## config.mk

```make
export PLATFORM = sky130hd
export DESIGN_NAME = game_countdown
export DESIGN_NICKNAME = d
export VERILOG_FILES = /design/src/rtl/game_countdown.sv
export SDC_FILE = /design/constraint.sdc
export NUM_CORES = 1
export LEC_CHECK = 0
export CORE_AREA = 2 2 105 66
export CTS_CLUSTER_SIZE = 40
export DETAILED_ROUTE_END_ITERATION = 10
export DIE_AREA = 0 0 107 68
export PLACE_DENSITY = 0.74
export SLEW_MARGIN = 20
export SYNTH_ARGS = -nofsm -noshare
export SYNTH_HDL_FRONTEND = slang
export SYNTH_SLANG_ARGS = --single-unit
```

## constraint.sdc

```tcl
create_clock -name pclk -period 4.8 [get_ports pclk]
set_clock_uncertainty 0.2 [all_clocks]
set_input_delay 1.44 -clock pclk [delete_from_list [all_inputs] [get_ports pclk]]
set_output_delay 1.44 -clock pclk [all_outputs]
set_load 0.01 [all_outputs]
```

## src/rtl/game_countdown.sv

```systemverilog
// ============================================================================
// Module   : game_countdown
// Brief    : Whole-second game timer with binary and BCD outputs.
//            Optional macro GAME_BONUS_EN adds BONUS_S seconds per duck hit.
// Revision : 1.0  initial release
// ============================================================================
`default_nettype none

module game_countdown #(
  parameter int CLK_HZ  = 65_000_000,
  parameter int MAX_S   = 99,
  parameter int BONUS_S = 5
) (
  input  logic       pclk,
  input  logic       rst_d,
  input  logic [6:0] time_in,
  input  logic [1:0] state_in,
  input  logic       clicked_duck,
  output logic       end_of_time,
  output logic       sec_tick,
  output logic [6:0] seconds_left,
  output logic [7:0] time_bcd
);

  localparam logic [1:0] c_GAME = 2'b10;

  localparam logic [1:0] c_ST_STOP    = 2'd0;
  localparam logic [1:0] c_ST_LOAD    = 2'd1;
  localparam logic [1:0] c_ST_RUN     = 2'd2;
  localparam logic [1:0] c_ST_EXPIRED = 2'd3;

  localparam int                 c_PRESC_W   = (CLK_HZ > 1) ? $clog2(CLK_HZ) : 1;
  localparam logic [c_PRESC_W-1:0] c_PRESC_MAX = c_PRESC_W'(CLK_HZ - 1);
  localparam logic [6:0]         c_MAX_SEC   = 7'(MAX_S);

  logic [1:0]           r_state;
  logic                 r_prev_game;
  logic [c_PRESC_W-1:0] r_presc;

  logic       w_game;
  logic       w_tick;
  logic [6:0] w_load_sec;
  logic [6:0] w_dec_sec;
  logic [7:0] w_dec_bcd;
  logic [6:0] w_run_sec;
  logic [7:0] w_run_bcd;

  function automatic logic [7:0] to_bcd(input logic [6:0] v);
    logic [7:0] v8;
    v8 = {1'b0, v};
    return ((v8 / 8'd10) << 4) | (v8 % 8'd10);
  endfunction

  function automatic logic [7:0] bcd_dec(input logic [7:0] b);
    if (b[3:0] == 4'd0)
      return {b[7:4] - 4'd1, 4'd9};
    else
      return {b[7:4], b[3:0] - 4'd1};
  endfunction

  assign w_game     = (state_in == c_GAME);
  assign w_tick     = (r_state == c_ST_RUN) && (r_presc == c_PRESC_MAX);
  assign w_load_sec = (time_in > c_MAX_SEC) ? c_MAX_SEC : time_in;

`ifdef GAME_BONUS_EN
  logic [7:0] w_sum;
  logic [6:0] w_bonus_sec;

  always_comb begin
    w_dec_sec   = w_tick ? seconds_left - 7'd1 : seconds_left;
    w_dec_bcd   = w_tick ? bcd_dec(time_bcd) : time_bcd;
    // Bonus is applied on top of a same-cycle decrement, then saturated.
    w_sum       = {1'b0, w_dec_sec} + 8'(BONUS_S);
    w_bonus_sec = (w_sum > {1'b0, c_MAX_SEC}) ? c_MAX_SEC : w_sum[6:0];
    w_run_sec   = clicked_duck ? w_bonus_sec : w_dec_sec;
    w_run_bcd   = clicked_duck ? to_bcd(w_bonus_sec) : w_dec_bcd;
  end
`else
  logic [8:0] w_unused;
  assign w_unused = {clicked_duck, 8'(BONUS_S)};

  always_comb begin
    w_dec_sec = w_tick ? seconds_left - 7'd1 : seconds_left;
    w_dec_bcd = w_tick ? bcd_dec(time_bcd) : time_bcd;
    w_run_sec = w_dec_sec;
    w_run_bcd = w_dec_bcd;
  end
`endif

  always_ff @(posedge pclk) begin
    if (rst_d) begin
      r_state      <= c_ST_STOP;
      // Held as "was GAME" so a GAME level present at reset release is not an entry.
      r_prev_game  <= 1'b1;
      r_presc      <= '0;
      end_of_time  <= 1'b0;
      sec_tick     <= 1'b0;
      seconds_left <= '0;
      time_bcd     <= '0;
    end else begin
      r_prev_game <= w_game;
      sec_tick    <= 1'b0;
      end_of_time <= (r_state == c_ST_EXPIRED) && w_game;

      if (r_state != c_ST_STOP && !w_game) begin
        r_state      <= c_ST_STOP;
        r_presc      <= '0;
        seconds_left <= '0;
        time_bcd     <= '0;
      end else begin
        case (r_state)
          c_ST_STOP: begin
            r_presc      <= '0;
            seconds_left <= '0;
            time_bcd     <= '0;
            if (w_game && !r_prev_game)
              r_state <= c_ST_LOAD;
          end
          c_ST_LOAD: begin
            r_presc      <= '0;
            seconds_left <= w_load_sec;
            time_bcd     <= to_bcd(w_load_sec);
            r_state      <= (w_load_sec == 7'd0) ? c_ST_EXPIRED : c_ST_RUN;
          end
          c_ST_RUN: begin
            r_presc      <= w_tick ? '0 : r_presc + 1'b1;
            sec_tick     <= w_tick;
            seconds_left <= w_run_sec;
            time_bcd     <= w_run_bcd;
            if (w_run_sec == 7'd0)
              r_state <= c_ST_EXPIRED;
          end
          default: begin
            r_presc      <= '0;
            seconds_left <= '0;
            time_bcd     <= '0;
          end
        endcase
      end
    end
  end

endmodule

`default_nettype wire

```

# --- Yosys cells after proc, flatten, opt, wreduce, memory -nomap -nowiden ---
# Cells that the tools add are included.
classes:
  n_reduce_logical: 17
  n_bitwise: 2
  div_mod_pow: 2
  magnitude_cmp: 1
  n_eq_ne: 9
  muxes: 10
  n_addsub: 4
ops:
  columns: ["operator", "n"]
  rows:
  - ["$add A26 B1 Y26 const B", 1]
  - ["$eq A26 B26 Y1 const B", 1]
  - ["$mux W8", 2]
  - ["$pmux W8 S2", 1]
  - ["$logic_not A7 Y1", 2]
  - ["$mux W7", 2]
  - ["$pmux W7 S2", 1]
  - ["$div A7 B4 Y8 const B", 1]
  - ["$mod A7 B4 Y8 const B", 1]
  - ["$or A8 B8 Y8", 1]
  - ["$sub A4 B1 Y4 const B", 2]
  - ["$gt A7 B7 Y1 const B", 1]
  - ["$sub A7 B1 Y7 const B", 1]
  - ["$eq A2 B2 Y1 const B", 3]
  - ["$pmux W2 S3", 1]
  - ["$logic_and A1 B1 Y1", 4]
  - ["$logic_not A4 Y1", 1]
  - ["$mux W2", 2]
  - ["$ne A2 B1 Y1 const B", 2]
  - ["$ne A2 B2 Y1 const B", 2]
  - ["$reduce_or A4 Y1", 1]
  - ["$reduce_and A3 Y1", 1]
  - ["$reduce_bool A3 Y1", 1]
  - ["$reduce_or A3 Y1", 1]
  - ["other kinds (8)", 9]
totals:
  wordCells: 53
  ff_bits: 46

# --- Depth between registers and ports, before layout ---
depth:
  word_depth: 6
  depth_mapped: 21

# --- Worst setup path before layout ---
# No wires, ideal clock.
synth_path:
  kind: "input-to-reg"
  startpoint: "in time_in[4]"
  endpoint: "reg time_bcd[5]"
  arrival_ns: 4.877
  t_required_ns: 4.478
  setup_ns: 0.122
  path_buffers: 2
  path_stages: 19
  slack_ns: -0.398
  path_cell_list: "buf_6 > clkbuf_1 > and2_1 > ha_1 > nor4b_2 > and2_1 > o22ai_1 > ha_1 > o32ai_1 > o211ai_1 > a211oi_4 > and3_1 > or2_2 > ha_1 > o21ai_0 > nand2_1 > nor2_1 > a21o_1 > a221o_1"
synth_between:
  elab_chain_cells: 5
synth_rtl:
  columns: ["item", "line", "text"]
  rows:
  - ["from (decl)", "16", "input logic [6:0] time_in,"]
  - ["$gt A7 B7 Y1", "63", "assign w_load_sec = (time_in > c_MAX_SEC) ? c_MAX_SEC : time_in;"]
  - ["$mux W7 (*)", "63", null]
  - ["$div A7 B4 Y8 / $mod A7 B4 Y8 (equally long branches)", "51", "return ((v8 / 8'd10) << 4) | (v8 % 8'd10);"]
  - ["$or A8 B8 Y8 (*)", "51", null]
  - ["$pmux W8 S2 (*)", "111", "case (r_state)"]
  - ["to (signal assigned)", "122", "time_bcd <= to_bcd(w_load_sec);"]
  - ["to (signal assigned)", "129", "time_bcd <= w_run_bcd;"]
  - ["to (decl)", "22", "output logic [7:0] time_bcd"]
# Every way passes the cells marked *; elsewhere a longest branch is shown, timed or not.
# A chain may end at the register's enable or synchronous reset.

# --- Final worst setup path ---
layout_path:
  startpoint: "in time_in[5]"
  endpoint: "reg time_bcd[5]"
# Same word-level chain as after synthesis.

==> impl_metrics.toml <==
[yosys]
seq_area_frac_synth_pct = 28.8
ys_seq_elements = 46
yosysTopAreaCellShare_pct = 28.8
netlist-cell-type-count = 64
yosys-top-cells-count = "nor2_1 (56), nand2_1 (48), dfxtp_1 (46)"
synth_warnings = 0
syn_avg_cell_area_um2 = 7.75
synth.area.top_cells = "dfxtp_1 (29%), nor2_1 (6.6%), ha_1 (5.9%), nand2_1 (5.6%), xor2_1 (4.9%)"
syn-num-nets = 440
syn-cell-area_um2 = 3200
async_reset_ff_share_pct = 0
synthCells = 413
synth-edff-count = 0
synth_most_common_cell = "nor2_1"
synth_ff_type = "dfxtp_1"
synth.largest_area_cell = "dfxtp_1"

[clocking]
postCtsHoldBufs = 0
cts_buffers = 5
path_clk_slew_ns = 0.08
clock-root-buffer = "clkbuf_8"
cts.htree.levels = 2
cts_buffer_depth = 2
cts_sinks = 46
cts_tree = "built"
insertion_delay_ns = 0.30

[detailed_routing]
vias = 3234
wire_per_inst_um = 15.2
drc = 0
drt_iter0_markers = 290
vias_per_cell = 5.70
detail-route-antenna-nets = 0
drt_wl_total_mm = 8.63
drtPass1Iterations = 5

[grt]
gr-max-usage-layer = "met2"
track_usage_pct = 24.5
grt_pass1_vias = 2860
met2_usage_pct = 36.8
grt_max_degree = 29
grt_use_met1_pct = 35.5
use_met3_pct = 5.62
overflow = 0
grt_pass1_wl_mm = 13.8
antenna_found_initial = 0

[power]
p_per_area_nw_per_um2 = 271
p_clk_share_pct = 26.8
comb_power_share_pct = 36.5
vdd_drop_max_mv = 0.156
sw_frac_of_total_pct = 33.5
internal-power_uw = 741
seqPwrFrac_pct = 36.7
switching_power_uw = 374
p_leak_uw = 0.00158

[place]
dp_hpwl_mm = 6.37
dp_slack_ns = -0.566
io_buffers = 27
finalWeightedCongestion = 0.989

[setup_path]
worstPathRequired_ns = 4.80
reg2reg_slack_ns = 1.38
crit_arrival_ns = 4.67
cp-start-kind = "input pin"
crit_path_max_fanout = 5
crit_type = "in2reg"
crit_path_end_kind = "register"

[finish]
drive_above_1_share_pct = 18.5
area_delta_synth_final_pct = 28.6
n_antenna_cell = 0
nets = 507

[sta]
final.period_utilization_pct = 97.4
slew_headroom_pct = 56.2
slew_viol_final = 0
max_freq_ghz = 0.214
fin_ws_ns = 0.125
setup_viol = 0
worst_slew_pin_slew_ns = 0.656
period_minus_slack_ns = 4.68
hold_violations = 0
tns_ns = 0
hold_ws_ns = 0.277

[die]
initial_core_util_pct = 49.9
fp.dieArea_um2 = 7280
coreArea_um2 = 6420
ioPinCount = 29
rows = 23
fp.dieW_um = 107
die_h_um = 68

[status]
status = "finished, final reports clean"

[min_path]
min_path_type = "reg2reg"

[flow_run]
cap_violations = 0
[cells in the final DEF, fill, tap and decap left out, types with 3 or more instances in the layout]
cell type,netlist,layout
a21oi_1,21,20
a221o_1,3,3
a22oi_1,3,3
and2_1,12,10
and3_1,8,7
buf_4,0,47
clkbuf_8,0,6
clkdlybuf4s50_1,0,22
dfxtp_1,46,46
ha_1,15,12
ha_4,0,3
inv_1,19,19
nand2_1,48,46
nand2b_1,4,3
nand3_1,17,17
nand4_1,8,8
nor2_1,56,55
nor2b_1,6,6
nor3_1,8,8
nor4_1,3,3
o21ai_0,19,18
o21ai_1,3,4
o22ai_1,6,5
or3_1,3,3
xnor2_1,17,17
xor2_1,18,18
[power groups by stage]
stage / sequential (uW) / clock [uW] / combinational, uW
final: 409 / 299 / 407
after global routing: 410 / 314 / 446
after CTS: 408 / 302 / 388
after detailed placement: 417 / 0 / 371
after global placement: 416 / 0 / 363
after floorplan: 416 / 0 / 247
[kinds of logic after synthesis]
| kind of cell | synth area share (%) |
|---|---|
| mux | 1.41 |
| buf+inv | 4.77 |
| simple gates | 31.6 |
| compound gates | 18.0 |
| fa+ha+maj | 5.87 |
| xor+xnor | 9.58 |
| flops | 28.8 |
[path summary, 6_finish.rpt]
path / start / end / cells after the start
worst max-delay path: time_in[5] / time_bcd[5] / 22
worst min-delay path: r_presc[0] / r_presc[0] / 1
worst max register to register: r_presc[22] / r_state[0] / 10
worst min register to register: r_presc[0] / r_presc[0] / 1
[metal layers]
metal  routed length (um)  vias to the layer above
li1                     -                     1591
met3                  629                        7
met4                   74                        0
met1                 4280                     1513
met2                 3650                      123
met5                    0                        -
[area by class of cell]
cell class / instances / area, um^2
flip-flops and latches: 46 / 921
clock inverters: 1 / 30.0
repair buffers: 76 / 641
inverters: 19 / 71.3
fillers: 536 / 2300
well taps: 87 / 109
multi-input cells: 332 / 2260
clock buffers: 6 / 82.6
[critical path, cell delays in order]
cell       delay [ns]
clkbuf_2         0.11
nand2_2          0.06
and2_4           0.16
ha_4             0.16
nor4b_4          0.13
and2_4           0.16
o22ai_4          0.13
ha_4             0.21
nand2b_4         0.13
nand4_1          0.10
o2111ai_2        0.12
o211ai_1         0.17
a211oi_4         0.31
buf_6            0.16
and3_4           0.18
or2_4            0.13
ha_4             0.12
o21ai_1          0.06
nand2_1          0.07
nor2_1           0.04
a21o_1           0.18
a221o_1          0.32
[per-stage QoR]
stage               util, %  area (um^2)  cells  power, uW
finish                 64.1         4120    567       1110
detailed placement     60.7         3890    553        789
CTS                    63.3         4060    562       1100
floorplan                 -         3300    413        663
global route           64.1         4120    567       1170
global placement       60.7         3890    553        779
[repair_timing]
| action | 4_1_cts | 5_1_grt |
|---|---|---|
| pin swaps | 9 | 14 |
| cloned | 0 | 0 |
| setup buffers | 2 | 5 |
| resized for setup | 8 | 11 |
| endpoints found under the setup margin | 6 | 6 |
[sequential cells by signal, indices dropped and copies added (netlist names)]
register	flops
end_of_time	1
r_presc	26
r_prev_game	1
r_state	2
sec_tick	1
seconds_left	7
time_bcd	8
Power figures use the tool's default switching activity.
